==> src/rtl/vend_credit_fsm.sv <==
// vend_credit_fsm: coin-credit vending controller with change and refund payout
//
// Accumulates coin credit. When the credit reaches PRICE it vends one product,
// then returns any surplus as one-unit change pulses. Cancel or an inactivity
// timeout in COLLECT refunds the whole credit the same way.
//
// Ports:
//   clk        in   clock, rising edge
//   rstn       in   synchronous active-low reset; discards credit with no payout
//   coin_valid in   coin strobe, one cycle per coin
//   coin_val   in   coin value in units (0 = no coin)
//   cancel     in   customer cancel level, honoured in COLLECT only
//   vend       out  product dispense, one cycle per sale
//   chg_pulse  out  one unit paid out (change or refund)
//   refund     out  qualifies chg_pulse as a refund
//   coin_rej   out  combinational: nonzero coin offered while paying out
//   timeout    out  combinational: COLLECT->REFUND due to inactivity this cycle
//   busy       out  controller not idle
//   credit     out  current credit
module vend_credit_fsm #(
    parameter int COIN_W   = 2,
    parameter int PRICE    = 3,
    parameter int CREDIT_W = 4,
    parameter int TIME_OUT = 20,
    parameter int TMR_W    = 5
) (
    input  logic                clk,
    input  logic                rstn,
    input  logic                coin_valid,
    input  logic [COIN_W-1:0]   coin_val,
    input  logic                cancel,
    output logic                vend,
    output logic                chg_pulse,
    output logic                refund,
    output logic                coin_rej,
    output logic                timeout,
    output logic                busy,
    output logic [CREDIT_W-1:0] credit
);
    // The credit register must hold PRICE-1 plus the largest coin without wrapping.
    if (PRICE < 1 || PRICE > 2**CREDIT_W - 1 ||
        PRICE - 1 + 2**COIN_W - 1 > 2**CREDIT_W - 1 ||
        TIME_OUT < 1 || TIME_OUT > 2**TMR_W - 1 || CREDIT_W < COIN_W) begin : g_param_err
        $error("vend_credit_fsm: illegal parameter combination");
    end

    typedef enum logic [2:0] {S_IDLE, S_COLLECT, S_VEND, S_CHANGE, S_REFUND} state_t;

    state_t              state_q, state_d;
    logic [CREDIT_W-1:0] credit_q, credit_d, sum;
    logic [TMR_W-1:0]    timer_q, timer_d;
    logic                vend_q, chg_q, refund_q, busy_q;
    logic                accepting, accept, cancel_c, buy, tmo;

    always_comb begin
        accepting = state_q == S_IDLE || state_q == S_COLLECT;
        accept    = coin_valid && coin_val != '0 && accepting;
        cancel_c  = state_q == S_COLLECT && cancel;
        sum       = credit_q + (accept ? CREDIT_W'(coin_val) : '0);
        // A coin arriving with cancel is credited and then refunded, never sold.
        buy       = accept && !cancel_c && sum >= CREDIT_W'(PRICE);
        tmo       = state_q == S_COLLECT && !cancel && !accept &&
                    timer_q == TMR_W'(TIME_OUT - 1);
        state_d   = state_q;
        credit_d  = credit_q;
        case (state_q)
            S_IDLE, S_COLLECT: begin
                credit_d = buy ? sum - CREDIT_W'(PRICE) : sum;
                state_d  = cancel_c ? S_REFUND :
                           buy      ? S_VEND :
                           accept   ? S_COLLECT :
                           tmo      ? S_REFUND : state_q;
            end
            S_VEND:             state_d = credit_q == '0 ? S_IDLE : S_CHANGE;
            S_CHANGE, S_REFUND: begin
                credit_d = credit_q - CREDIT_W'(credit_q != '0);
                state_d  = credit_q <= CREDIT_W'(1) ? S_IDLE : state_q;
            end
            default:            state_d = S_IDLE;
        endcase
        // Timer restarts on entry to COLLECT and on every accepted coin.
        timer_d = (state_q == S_COLLECT && state_d == S_COLLECT && !accept) ?
                  timer_q + TMR_W'(1) : '0;
    end

    always_ff @(posedge clk) begin
        if (!rstn) begin
            state_q  <= S_IDLE;
            credit_q <= '0;
            timer_q  <= '0;
            vend_q   <= 1'b0;
            chg_q    <= 1'b0;
            refund_q <= 1'b0;
            busy_q   <= 1'b0;
        end else begin
            state_q  <= state_d;
            credit_q <= credit_d;
            timer_q  <= timer_d;
            vend_q   <= state_d == S_VEND;
            chg_q    <= state_d == S_CHANGE || state_d == S_REFUND;
            refund_q <= state_d == S_REFUND;
            busy_q   <= state_d != S_IDLE;
        end
    end

    assign vend      = vend_q;
    assign chg_pulse = chg_q;
    assign refund    = refund_q;
    assign busy      = busy_q;
    assign credit    = credit_q;
    assign coin_rej  = coin_valid && coin_val != '0 && !accepting;
    assign timeout   = tmo;
endmodule

==> config.mk <==
export PLATFORM = sky130hd
export DESIGN_NAME = vend_credit_fsm
export DESIGN_NICKNAME = d
export VERILOG_FILES = /design/src/rtl/vend_credit_fsm.sv
export SDC_FILE = /design/constraint.sdc
export NUM_CORES = 1
export LEC_CHECK = 0
export ABC_AREA = 1
export CAP_MARGIN = 0
export CORE_ASPECT_RATIO = 0.6
export CORE_MARGIN = 2
export CORE_UTILIZATION = 38
export CTS_BUF_LIST = sky130_fd_sc_hd__clkbuf_16
export DETAILED_ROUTE_END_ITERATION = 12
export PLACE_DENSITY = 0.7
export SLEW_MARGIN = 30
export SYNTH_ARGS = -nofsm -noshare
export SYNTH_HDL_FRONTEND = slang
export SYNTH_SLANG_ARGS = --single-unit
export TNS_END_PERCENT = 30
==> constraint.sdc <==
create_clock -name clk -period 2.81 [get_ports clk]
set_input_delay 0.562 -clock clk [delete_from_list [all_inputs] [get_ports clk]]
set_output_delay 0.562 -clock clk [all_outputs]
set_load 0.005 [all_outputs]
==> results_dict.tcl <==
set metrics [dict create \
    clock_path_buffers 2 \
    vias_per_cell 5.01 \
    grt_pass1_wl_um 4340 \
    die_w_um 73.1 \
    worstPathCellList "clkdlybuf4s50_1 > inv_1 > nand2_2 > buf_4 > a21oi_2 > nand2_2 > inv_1 > clkdlybuf4s50_1" \
    synth_top_area_frac 0.294 \
    drv_cap 0 \
    tightest_slew_ns 0.509 \
    p_int_uw 774 \
    p_seq_frac 0.254 \
    slowest_delay_ns 0.49 \
    yosysWarnings 0 \
    crit_family "buffers and inverters" \
    critical_path_arrival_ns 2.10 \
    cp-start-kind "input pin" \
    globalplace.congestion 0.822 \
    slowest_stage "clkdlybuf4s50_1" \
    hold_viol_final 0 \
    p_comb_frac 0.536 \
    syn_to_final_growth_pct 30.6 \
    num_antenna_cells 0 \
    r2r_cells 14 \
    cts_root_buf "clkbuf_16" \
    status "finished clean" \
    die_h_um 45.5 \
    max_freq_mhz 376 \
    core.rowCount 14 \
    crit_buf_inv 5 \
    skew_ns 0.00560 \
    fin_crit_sh 0.947 \
    grt_max_degree 15 \
    synth_seq_cells 16 \
    r2r_start "state_q[1]" \
    synth_cells 148 \
    final_area_mm2 0.00142 \
    final_cell_mix "nand2_1 (30), inv_1 (18), dfxtp_1 (16), clkdlybuf4s50_1 (15), nand3_1 (14)" \
    rsz0062_at_grt "false" \
    grt_pass1_vias 954 \
    io_pins 16 \
    dp_hpwl_um 1980 \
    ys_types 29 \
    fin_tns_setup_ns 0 \
    layout_commonest_cell "nand2_1" \
    yosys.area.top_type "dfxtp_1" \
    fin_crit_ns 2.66 \
    syn-cell-area_mm2 0.00109 \
    switching_share 0.410 \
    clock-sinks 16 \
    cp.required_ns 2.25 \
    avgSynthCellArea_um2 7.36 \
    power.leakage_nw 0.619 \
    hold_depth 1 \
    wl_per_cell_um 12.3 \
    grt_antenna_before_repair 0 \
    setup_viol 0 \
    hold_class "reg -> reg" \
    ant_nets 0 \
    ys.flop_type "dfxtp_1" \
    dr.pass1.iters 4 \
    io_buffer_count 15 \
    synthTopCellsByArea "dfxtp_1 (29%), nand2_1 (10%), ha_1 (6.9%), nand3_1 (6.4%), inv_1 (6.2%)" \
    drv_slew 0 \
    synth_fp_nets 161 \
    holdCritStartpoint "timer_q[0]" \
    grt_usage 0.174 \
    worstReg2RegEnd "credit[1]" \
    p_total_mw 1.31 \
    slew_headroom 0.660 \
    async_flop_share 0 \
    cts_buffers 3 \
    htree_levels 1 \
    ys_seq_area_frac 0.294 \
    clkSlewWorstSetupHoldPaths_ns 0.04 \
    cts_tree "done" \
    worst-path-max-fanout 3 \
    min_to "timer_q[0]" \
    crit_path_end_kind "primary output" \
    via_count 1032 \
    clk_latency_ns 0.25 \
    initial_core_util 0.417 \
    critPathKind "in -> out" \
    p_switching_uw 538 \
    synth-edff-count 0 \
    p_per_area_mw_per_mm2 923 \
    drt_iter0_markers 53 \
    drcViolationCount 0 \
    vdd_drop_max_uv 763 \
    coreArea_mm2 0.00261 \
    placed_area_mm2 0.00134 \
    whs_ns 0.478 \
    overflow 0 \
    power_frac_clock 0.210 \
    final_util 0.545 \
    die_area_mm2 0.00332 \
    drive_gt1_frac 0.247 \
    hold_buffers 0 \
    rrSetupSlack_ns 0.49 \
    layout.nets 188 \
    wl_um 2540 \
]
[timing repair]
action                                  4_1_cts  5_1_grt
endpoints found under the setup margin        0        5
buffers inserted                              0        0
gates resized for setup                       0        3
[registers in the layout (all words and copies together) (netlist names)]
register   count
timer_q        5
state_q        3
chg_pulse      1
refund         1
credit         4
busy           1
vend           1
[metal layers]
layer  routed length (um)  track usage
met2                 1020        0.249
met5                    0            0
met4                   41       0.0630
met3                  168       0.0420
met1                 1310        0.254
[power by group through the flow]
stage / combinational, mW / sequential, mW / clock, mW
finish: 0.703 / 0.334 / 0.275
global route: 0.800 / 0.340 / 0.284
CTS: 0.694 / 0.334 / 0.275
detailed placement: 0.688 / 0.337 / 0
global placement: 0.661 / 0.335 / 0
floorplan: 0.488 / 0.318 / 0
[how the worst max path moves through the flow]
stage / from / endpoint / slack [ns] / cells after the start
final: coin_val[0] / timeout / 0.15 / 8
after global routing: coin_val[0] / credit[0] / 0.02 / 15
after CTS: coin_val[0] / credit[1] / 0.06 / 16
after detailed placement: coin_val[0] / credit[1] / -0.18 / 16
after global placement: coin_val[0] / credit[1] / -0.11 / 16
after floorplan: coin_val[0] / credit[1] / 0.38 / 15
[cell families after synthesis]
kind of cell	Yosys count	synth area share
AND/OR/NAND/NOR	76	0.382
buffers and inverters	25	0.0896
XOR/XNOR	3	0.0241
flip-flops	16	0.294
AO/OA/AOI/OAI	21	0.123
adder cells (fa/ha/maj)	7	0.0874
[area by class of cell]
class                   instances  area [um2]
fillers                       250        1190
multi-input cells             107         678
flip-flops and latches         16         320
repair buffers                 24         218
inverters                      23        86.3
clock buffers                   3        75.1
well taps                      32        40.0
clock inverters                 1        3.75
[through the flow]
step                cells  setup WS (ns)
global placement      202         -0.113
detailed placement    202         -0.182
CTS                   206         0.0634
floorplan             148          0.385
global route          206         0.0202
finish                206          0.148
[Yosys cell counts (3+ instances only)]
master    n
o21ai_1   3
nor3_2    3
inv_2     4
o21ai_0   4
ha_1      6
dfxtp_1  16
nor2_4    4
inv_1    18
nand2_1  30
a21oi_1   7
nor2_1   13
nand2_2   5
nand3_1  14
a21oi_2   4
Power figures use the tool's default switching activity.
